`config.mk`:
```
export PLATFORM = sky130hd
export DESIGN_NAME = bist_session_ctrl
export DESIGN_NICKNAME = d
export VERILOG_FILES = /design/src/rtl/bist_pkg.sv /design/src/rtl/bist_lfsr_misr.sv /design/src/rtl/bist_session_ctrl.sv
export SDC_FILE = /design/constraint.sdc
export NUM_CORES = 1
export LEC_CHECK = 0
export BUFFER_PORTS_ARGS = -buffer_cell sky130_fd_sc_hd__buf_2
export CAP_MARGIN = 5
export CORE_ASPECT_RATIO = 0.6
export CORE_MARGIN = 1
export CORE_UTILIZATION = 57
export CTS_CLUSTER_SIZE = 12
export DETAILED_ROUTE_END_ITERATION = 12
export HOLD_SLACK_MARGIN = 0.03
export PLACE_DENSITY = 0.95
export RECOVER_POWER = 100
export SLEW_MARGIN = 20
export SYNTH_ARGS = -nofsm -noshare
export SYNTH_HDL_FRONTEND = slang
export SYNTH_SLANG_ARGS = --single-unit
```
`constraint.sdc`:
```
create_clock -name CK -period 7.2 [get_ports CK]
set_clock_uncertainty 0.15 [all_clocks]
set_input_delay 1.8 -clock CK [delete_from_list [all_inputs] [get_ports CK]]
set_output_delay 1.8 -clock CK [all_outputs]
set_load 0.01 [all_outputs]
```
`src/rtl/bist_pkg.sv`:
```
`default_nettype none
// ============================================================================
//  Module      : bist_pkg
//  Description : Shared types and helpers for the BIST session controller:
//                FSM state encoding, default CUT widths, shift-register tap
//                table and a single-step shift/feedback helper.
//  Revision    : 1.0  initial release
// ============================================================================
package bist_pkg;

    localparam int c_DEF_N_IN  = 35;
    localparam int c_DEF_N_OUT = 23;

    typedef enum logic [2:0] {
        S_IDLE  = 3'd0,
        S_SEED  = 3'd1,
        S_FLUSH = 3'd2,
        S_RUN   = 3'd3,
        S_DONE  = 3'd4
    } bist_state_e;

    // Feedback tap mask (bit i set => q[i] feeds the XOR) for a given width.
    // Widths outside the table fall back to the two top bits.
    function automatic logic [63:0] tap_mask(input int unsigned width);
        logic [63:0] m;
        case (width)
            4:       m = 64'h0000_0000_0000_000C;   // x^4+x^3+1
            8:       m = 64'h0000_0000_0000_00B8;   // x^8+x^6+x^5+x^4+1
            16:      m = 64'h0000_0000_0000_B400;   // x^16+x^14+x^13+x^11+1
            23:      m = 64'h0000_0000_0042_0000;   // x^23+x^18+1
            32:      m = 64'h0000_0000_8020_0003;   // x^32+x^22+x^2+x+1
            35:      m = 64'h0000_0005_0000_0000;   // x^35+x^33+1
            default: m = (64'd1 << (width - 1)) | (64'd1 << (width - 2));
        endcase
        return m;
    endfunction

    // One Fibonacci shift: new LSB is the XOR of the tapped bits. Bits at and
    // above 'width' are don't-care; callers truncate to their own width.
    function automatic logic [63:0] shift_step(input logic [63:0] q,
                                               input int unsigned width);
        logic fb;
        fb = ^(q & tap_mask(width));
        return {q[62:0], fb};
    endfunction

endpackage
`default_nettype wire

```
`src/rtl/bist_lfsr_misr.sv`:
```
`default_nettype none
// ============================================================================
//  Module      : bist_lfsr_misr
//  Description : Width-parameterised Fibonacci shift register used both as
//                the pattern LFSR (compact off) and as the response MISR
//                (compact on, parallel data XORed in on every advance).
//  Revision    : 1.0  initial release
// ============================================================================
module bist_lfsr_misr
    import bist_pkg::*;
#(
    parameter int               WIDTH   = c_DEF_N_IN,
    parameter logic [WIDTH-1:0] RST_VAL = '0
) (
    input  logic             clk,
    input  logic             rst,
    input  logic             i_load,
    input  logic [WIDTH-1:0] i_load_val,
    input  logic             i_clear,
    input  logic             i_advance,
    input  logic             i_compact,
    input  logic [WIDTH-1:0] i_data,
    output logic [WIDTH-1:0] o_q
);

    logic [WIDTH-1:0] r_q;
    logic [WIDTH-1:0] w_shift;
    logic [WIDTH-1:0] w_next;

    assign w_shift = WIDTH'(shift_step(64'(r_q), WIDTH));
    assign w_next  = i_compact ? (w_shift ^ i_data) : w_shift;
    assign o_q     = r_q;

    // Register update: load beats clear beats advance; otherwise hold.
    always_ff @(posedge clk or posedge rst) begin
        if (rst) begin
            r_q <= RST_VAL;
        end else if (i_load) begin
            r_q <= i_load_val;
        end else if (i_clear) begin
            r_q <= '0;
        end else if (i_advance) begin
            r_q <= w_next;
        end
    end

endmodule
`default_nettype wire

```
`src/rtl/bist_session_ctrl.sv`:
```
`default_nettype none
// ============================================================================
//  Module      : bist_session_ctrl
//  Description : BIST session sequencer. SEED reloads the LFSR and clears the
//                MISR, FLUSH clocks the core until its unreset flops are
//                determined by the pattern stream, RUN compacts N_PAT
//                responses, DONE presents the signature and pass/fail.
//  Revision    : 1.0  initial release
// ============================================================================
module bist_session_ctrl
    import bist_pkg::*;
#(
    parameter int                N_IN      = c_DEF_N_IN,
    parameter int                N_OUT     = c_DEF_N_OUT,
    parameter int                N_PAT     = 1024,
    parameter int                FLUSH_CYC = 19,
    parameter logic [N_IN-1:0]   SEED      = {{(N_IN-1){1'b0}}, 1'b1},
    parameter logic [N_OUT-1:0]  GOLDEN    = '0
) (
    input  logic              CK,
    input  logic              RST,
    input  logic              START,
    input  logic              ABORT,
    input  logic [N_OUT-1:0]  CUT_OUT,
    output logic [N_IN-1:0]   CUT_IN,
    output logic              BUSY,
    output logic              DONE,
    output logic              PASS,
    output logic [N_OUT-1:0]  SIGNATURE
);

    // An all-zero seed would lock the LFSR, so it is replaced by 1.
    localparam logic [N_IN-1:0] c_SEED_EFF =
        (SEED == '0) ? {{(N_IN-1){1'b0}}, 1'b1} : SEED;
    localparam int c_MAXC = (N_PAT > FLUSH_CYC) ? N_PAT : FLUSH_CYC;
    localparam int c_CW   = $clog2(c_MAXC + 1);
    localparam logic [c_CW-1:0] c_FLUSH_LAST = c_CW'(FLUSH_CYC - 1);
    localparam logic [c_CW-1:0] c_RUN_LAST   = c_CW'(N_PAT - 1);
    localparam logic [c_CW-1:0] c_CNT_ONE    = c_CW'(1);

    bist_state_e      r_state;
    bist_state_e      w_state_nxt;
    logic [c_CW-1:0]  r_cnt;
    logic             r_pass;

    logic             w_lfsr_load;
    logic             w_lfsr_adv;
    logic             w_misr_clr;
    logic             w_misr_adv;
    logic             w_cnt_clr;
    logic             w_cnt_inc;
    logic             w_pass_set;
    logic             w_pass_clr;
    logic [N_OUT-1:0] w_misr_nxt;

    bist_lfsr_misr #(
        .WIDTH   (N_IN),
        .RST_VAL (c_SEED_EFF)
    ) u_lfsr (
        .clk        (CK),
        .rst        (RST),
        .i_load     (w_lfsr_load),
        .i_load_val (c_SEED_EFF),
        .i_clear    (1'b0),
        .i_advance  (w_lfsr_adv),
        .i_compact  (1'b0),
        .i_data     ({N_IN{1'b0}}),
        .o_q        (CUT_IN)
    );

    bist_lfsr_misr #(
        .WIDTH   (N_OUT),
        .RST_VAL ({N_OUT{1'b0}})
    ) u_misr (
        .clk        (CK),
        .rst        (RST),
        .i_load     (1'b0),
        .i_load_val ({N_OUT{1'b0}}),
        .i_clear    (w_misr_clr),
        .i_advance  (w_misr_adv),
        .i_compact  (1'b1),
        .i_data     (CUT_OUT),
        .o_q        (SIGNATURE)
    );

    // Value the MISR takes on the final RUN edge, for the registered verdict.
    assign w_misr_nxt = N_OUT'(shift_step(64'(SIGNATURE), N_OUT)) ^ CUT_OUT;

    // State register.
    always_ff @(posedge CK or posedge RST) begin
        if (RST) begin
            r_state <= S_IDLE;
        end else begin
            r_state <= w_state_nxt;
        end
    end

    // Next-state and datapath controls; ABORT overrides every transition.
    always_comb begin
        w_state_nxt = r_state;
        w_lfsr_load = 1'b0;
        w_lfsr_adv  = 1'b0;
        w_misr_clr  = 1'b0;
        w_misr_adv  = 1'b0;
        w_cnt_clr   = 1'b0;
        w_cnt_inc   = 1'b0;
        w_pass_set  = 1'b0;
        w_pass_clr  = 1'b0;
        if (ABORT) begin
            w_state_nxt = S_IDLE;
            w_pass_clr  = 1'b1;
        end else begin
            case (r_state)
                S_IDLE: begin
                    if (START) begin
                        w_state_nxt = S_SEED;
                    end
                end
                S_SEED: begin
                    w_lfsr_load = 1'b1;
                    w_misr_clr  = 1'b1;
                    w_cnt_clr   = 1'b1;
                    w_state_nxt = (FLUSH_CYC == 0) ? S_RUN : S_FLUSH;
                end
                S_FLUSH: begin
                    w_lfsr_adv = 1'b1;
                    if (r_cnt == c_FLUSH_LAST) begin
                        w_cnt_clr   = 1'b1;
                        w_state_nxt = S_RUN;
                    end else begin
                        w_cnt_inc = 1'b1;
                    end
                end
                S_RUN: begin
                    w_lfsr_adv = 1'b1;
                    w_misr_adv = 1'b1;
                    if (r_cnt == c_RUN_LAST) begin
                        w_cnt_clr   = 1'b1;
                        w_pass_set  = 1'b1;
                        w_state_nxt = S_DONE;
                    end else begin
                        w_cnt_inc = 1'b1;
                    end
                end
                S_DONE: begin
                    if (START) begin
                        w_pass_clr  = 1'b1;
                        w_state_nxt = S_SEED;
                    end
                end
                default: begin
                    w_state_nxt = S_IDLE;
                end
            endcase
        end
    end

    // Phase cycle counter, cleared at every phase boundary.
    always_ff @(posedge CK or posedge RST) begin
        if (RST) begin
            r_cnt <= '0;
        end else if (w_cnt_clr) begin
            r_cnt <= '0;
        end else if (w_cnt_inc) begin
            r_cnt <= r_cnt + c_CNT_ONE;
        end
    end

    // Pass verdict, captured on the last RUN edge and dropped on leaving DONE.
    always_ff @(posedge CK or posedge RST) begin
        if (RST) begin
            r_pass <= 1'b0;
        end else if (w_pass_clr) begin
            r_pass <= 1'b0;
        end else if (w_pass_set) begin
            r_pass <= (w_misr_nxt == GOLDEN);
        end
    end

    assign BUSY = (r_state == S_SEED) || (r_state == S_FLUSH) || (r_state == S_RUN);
    assign DONE = (r_state == S_DONE);
    assign PASS = r_pass && (r_state == S_DONE);

endmodule
`default_nettype wire

```
== Yosys cells after proc, flatten, opt, wreduce, memory -nomap -nowiden ==
Cells that the tools add are included.
Storage, ports and cells
  bits in registers: 73
  bits of input ports: 27
  output and inout bits: 61
  logic and storage cells: 62
Cells by class
  add/subtract/negate cells: 1
  equal/unequal tests: 9
  multiplexer cells: 32
  bitwise logic cells: 1
  reductions and logical operators: 14
Operator list (count)
  64-bit XOR reduction: 2
  35-bit 2-to-1 mux: 2
  23-bit 2-to-1 mux: 2
  23-bit logical NOT: 1
  23-bit bitwise XOR: 1
  11-bit 2-to-1 mux: 2
  1-bit 2-to-1 mux: 19
  3-bit 2-to-1 mux: 4
  3-bit case mux with 4 select lines: 1
  11-bit by 1-bit adder with 11-bit output (second input constant): 1
  11-bit by 10-bit equality test with 1-bit output (second input constant): 1
  11-bit by 5-bit equality test with 1-bit output (second input constant): 1
  2-bit nonzero test: 4
  3-bit by 2-bit equality test with 1-bit output (second input constant): 2
  3-bit != test (second input constant): 2
  2-bit OR reduction: 2
  3-bit by 1-bit equality test with 1-bit output (second input constant): 1
  3-bit equality test (second input constant): 1
  3-bit logical NOT: 1
  3-bit by 1-bit != test with 1-bit output (second input constant): 1
  1-bit case mux with 3 select lines: 1
  3-bit AND reduction: 1
  1-bit logical OR: 2
  1-bit case mux with 2 select lines: 1
  1-bit logical AND: 1

== Depth between registers and ports, before layout ==
  depth after elaboration: 6
  depth in mapped cells: 8
  mapped depth without buffers: 6

== By module ==
Synthesis repeated with hierarchy kept, for this count alone.
Unflattened totals
  cells, all modules: 584
  area total of the unflattened synthesis: 4822.1 um2
By module, submodules not included
  bist_lfsr_misr (u_lfsr): instances 1, cells an instance 270, area an instance 2188.3 um2, seq. area each 877.1 um2
  bist_lfsr_misr (u_misr): instances 1, cells an instance 177, area an instance 1425.1 um2, seq. area each 575.6 um2
  bist_session_ctrl: instances 1, cells an instance 137, area an instance 1208.7 um2, seq. area each 375.4 um2

== Worst setup path before layout ==
No wires, ideal clock.
  path type: input -> register
  from: input port ABORT
  to: register r_cnt[2]
  setup time: 0.073 ns
  data arrival time: 3.133 ns
  data required time: 6.977 ns
  path slack: 3.844 ns
  stages on the path: 6
  path buffers: 2
  path through: or4b_4 > buf_6 > a2bb2oi_4 > buf_6 > or3_1 > a21oi_2
On the way
  word-level cells in the longest chain between the ends: 2
  elaborated cells between the ends (all ways): 4
  classes of those cells: mux: 3; reduce/logical: 1
RTL lines
  start, declared: line bist_session_ctrl.sv:23  | input logic ABORT,
  1-bit 2-to-1 mux: line bist_session_ctrl.sv:109  | if (ABORT) begin
  11-bit 2-to-1 mux / 2-bit nonzero test (equally long branches)
  end signal, assigned: line bist_session_ctrl.sv:165  | r_cnt <= r_cnt + c_CNT_ONE;
  end, declared: line bist_session_ctrl.sv:43  | logic [c_CW-1:0] r_cnt;
Parallel ways exist; a longest one is shown, timed or not.
A chain may end at the register's enable or synchronous reset.

== Worst setup path in the final report ==
  from: register r_state[1]
  to: output port PASS
On the way
  word-level cells in the longest chain between the ends: 2
RTL lines
  start, declared: line bist_session_ctrl.sv:41  | bist_state_e r_state;
  start signal, assigned: line bist_session_ctrl.sv:94  | r_state <= w_state_nxt;
  3-bit equality test: line bist_session_ctrl.sv:182  | assign PASS = r_pass && (r_state == S_DONE);
  1-bit logical AND: line bist_session_ctrl.sv:182
  end, declared: line bist_session_ctrl.sv:28  | output logic PASS,
Every way passes these cells.

==> flow_summary_export.csv <==
group,metric,value,unit
timing,rsz0062_at_grt,"no",
pwr,p_leak,0.001822,uW
worst_setup_path,crit_path_start_kind,"register",
detailed_routing,drc,0,
cells_and_area,fill_cells,454,
worst_setup_path,critPathBufInv,1,
yosys,syn_nets,349,
cts,cts_post_setup_buffers_inserted,0,
placement,hpwl,5161,um
detailed_routing,first_iter_violations,253,
worst_setup_path,timing.rr.start,"r_state[1]$_DFFE_PP0P_",
run_status,violations,"max-capacitance violations, max-slew violations",
cells_and_area,drive_above_1_share,11.60,%
cts,cts_root_buf,"clkbuf_8",
cts,cts.htree.levels,3,
worst_setup_path,endpoint_kind,"primary output",
worst_setup_path,r2r_end,"u_lfsr.o_q[34]$_DFFE_PP0P_",
timing,drv_slew,36,
pwr,vdd_drop_max,0.1647,mV
cts,postCtsHoldBufs,0,
cts,post_cts_resized,0,
pwr,clkPwrFrac,39.1,%
pwr,power.density,254.9,nW/um^2
min_path,hold_depth,1,
grt,antenna_found_initial,0,
yosys,synth_edf_count,0,
worst_setup_path,critPathKind,"reg -> out",
detailed_routing,routedWlPerCell,15.95,um
grt,grt_pass1_wl,11820,um
timing,timing.fmax,263.4,MHz
worst_setup_path,cp_max_fo,34,
grt,grt_max_degree,74,
cts,clock_sinks,73,
run_status,status,"finished, violations left",
cells_and_area,multi_input_area,1376,um^2
yosys,synth_async_sr_flop_share,100.0,%
pwr,pwr-share-seq,47.4,%
cts,clock_latency,0.35,ns
worst_setup_path,crit_slowest_cell,"dfrtp_1",
cts,tritoncts,"yes",
timing,worst_pin_slew,1.516,ns
yosys,yosysSeqAreaShare,54.39,%
cts,cts_buffers,9,
pwr,p_sw_share,28.14,%
die,dieArea,6217,um^2
worst_setup_path,r2r_cells,3,
placement,routabilityCongestion,0.9028,
cells_and_area,final_cell_area,3955,um^2
timing,fin_crit_sh,52.74,%
cells_and_area,syn2layout_area_growth,17.68,%
die,start_util,59.77,%
yosys,synth_warnings,0,
detailed_routing,firstDrtPassIters,5,
cells_and_area,n_antenna_cell,0,
detailed_routing,ant_nets,0,
yosys,avgSynthCellArea,10.50,um^2
cts,clockBufferDepth,2,
placement,pre_cts_slack,3.429,ns
placement,place_area,3810,um^2
grt,grt-ovfl-total,0,
timing,setup_viol,0,
pwr,switching_power,283.7,uW
flow_run,cap_violations,1,
yosys,ys_ff_latch,73,
pwr,pwr-share-comb,13.6,%
detailed_routing,vias,2778,
timing,fin_ws,3.403,ns
min_path,min_to,"u_lfsr.o_q[22]$_DFFE_PP0P_",
die,fp.dieH,61.48,um
timing,final.min_clock_period,3.797,ns
detailed_routing,drt-total-wl,7737,um
worst_setup_path,cp.required,5.25,ns
timing,final_hold_viol_count,0,
min_path,holdCritStartpoint,"u_lfsr.o_q[21]$_DFFE_PP0P_",
worst_setup_path,crit_chain,"nor2_1 > and3_1 > clkbuf_1",
cts,path_clk_slew,0.08,ns
worst_setup_path,worstPathArrival,1.85,ns
min_path,hold_path_class,"reg -> reg",
grt,grt_pass1_vias,2435,
die,core_region_area,5623,um^2
worst_setup_path,path_delay_family,"flip-flops",
detailed_routing,vias_per_cell,5.728,
die,rows,21,
die,die_x,101.1,um
worst_setup_path,reg2reg_slack,4.18,ns
pwr,p_int,724.4,uW
worst_setup_path,max_stage_delay,1.05,ns
yosys,synth_ff_type,"dfrtp_1",
timing,setup_tns,0,ns
placement,port_buffers,87,
yosys,syn_inst,320,
yosys,synthDistinctLibCells,43,
yosys,synth_area,3361,um^2
cells_and_area,regArea,1828,um^2
timing,max_slew_margin,-1.048,%
grt,grt_usage,25.80,%
die,io_pins,88,
cells_and_area,final_nets,429,
flip-flops by register name, summed over array words and instances (netlist names):
name / count
r_cnt: 11
r_pass: 1
r_state: 3
u_lfsr.o_q: 35
u_misr.o_q: 23
power groups by stage:
stage               clock (uW)  combinational [uW]  sequential (uW)
floorplan                    0                86.1              484
global placement             0                 137              481
detailed placement           0                 143              484
CTS                        398                 144              477
global route               420                 154              482
finish                     394                 137              478
kinds of logic (layout without fill, tap and decap cells):
family | after synthesis | after routing | share of synthesized area, %
and+or+nand+nor | 103 | 103 | 14.89
adders and majority gates | 2 | 2 | 0.7445
buffers and inverters | 28 | 113 | 4.021
xor gates and xnor gates | 29 | 29 | 7.558
DFF | 73 | 73 | 54.39
AOI/OAI and AO/OA | 85 | 85 | 18.39
cells in the mapped netlist (all sizes together) (2+ instances only):
cell | count | area [um^2]
or4 | 2 | 15.01
a22o | 34 | 297.8
nand3 | 5 | 25.02
or3 | 5 | 31.28
nor4 | 5 | 31.28
nor2 | 14 | 52.55
or4b | 2 | 23.77
xnor2 | 7 | 61.31
ha | 2 | 25.02
dfrtp | 72 | 1802
o31ai | 4 | 30.03
buf | 8 | 58.80
a21oi | 8 | 43.79
nand2 | 54 | 202.7
clkbuf | 12 | 46.29
o21ai | 28 | 140.1
nor3 | 3 | 15.01
inv | 8 | 30.03
nor4b | 3 | 26.28
nand4 | 4 | 31.28
a31oi | 2 | 12.51
and3 | 2 | 12.51
xor2 | 22 | 192.7
worst max path at each step:
stage	startpoint	endpoint	cells after the start
floorplan	RST	r_cnt[0]$_DFFE_PP0P_	1
global route	r_state[1]$_DFFE_PP0P_	PASS	3
global placement	ABORT	u_misr.o_q[10]$_DFFE_PP0P_	4
detailed placement	ABORT	u_lfsr.o_q[34]$_DFFE_PP0P_	4
CTS	r_state[1]$_DFFE_PP0P_	PASS	3
finish	r_state[1]$_DFFE_PP0P_	PASS	3
metal layers:
metal  GRT usage (%)  up-vias  share of wire [%]  wire, um
li1                -     1294                  -         -
met1           35.66     1366                 47      3658
met2           39.84      111                 46      3551
met3           9.535        7                6.2       476
met4           4.969        0               0.66        51
met5               0        -                  0         0
layout make-up:
cell class,instances,area share [%]
clock buffer,9,3.132
clock inverter,7,3.164
inverter,8,0.7593
multi-input combinational,219,34.80
sequential,73,46.22
tap,80,2.531
timing repair buffer,89,9.396
layout by cell type, fill, tap and decap left out, types with 3 or more instances in the layout:
| master | netlist | final |
|---|---|---|
| o31ai_1 | 4 | 4 |
| a21oi_1 | 7 | 7 |
| clkbuf_1 | 11 | 61 |
| clkbuf_8 | 0 | 9 |
| bufinv_16 | 0 | 3 |
| a22o_1 | 34 | 34 |
| dfrtp_1 | 72 | 72 |
| nor4_1 | 5 | 5 |
| or3_1 | 5 | 5 |
| nand3_1 | 5 | 5 |
| buf_2 | 5 | 27 |
| xnor2_1 | 7 | 7 |
| inv_1 | 8 | 8 |
| nor2_1 | 14 | 14 |
| nor4b_1 | 3 | 3 |
| xor2_1 | 22 | 22 |
| nand4_1 | 3 | 3 |
| o21ai_0 | 27 | 28 |
| nor3_1 | 3 | 3 |
| nand2_1 | 54 | 54 |
through the flow:
step | hold WS [ns] | utilization (%) | power (uW) | std cells
finish | 0.3798 | 70.34 | 1008 | 485
global route | 0.4005 | 70.34 | 1057 | 485
CTS | 0.3749 | 72.19 | 1019 | 485
detailed placement | 0.3502 | 67.76 | 626.9 | 469
global placement | 0.3382 | 67.76 | 618.5 | 469
floorplan | 0.3522 | - | 570.2 | 320
(Power assumes the default switching activity.)
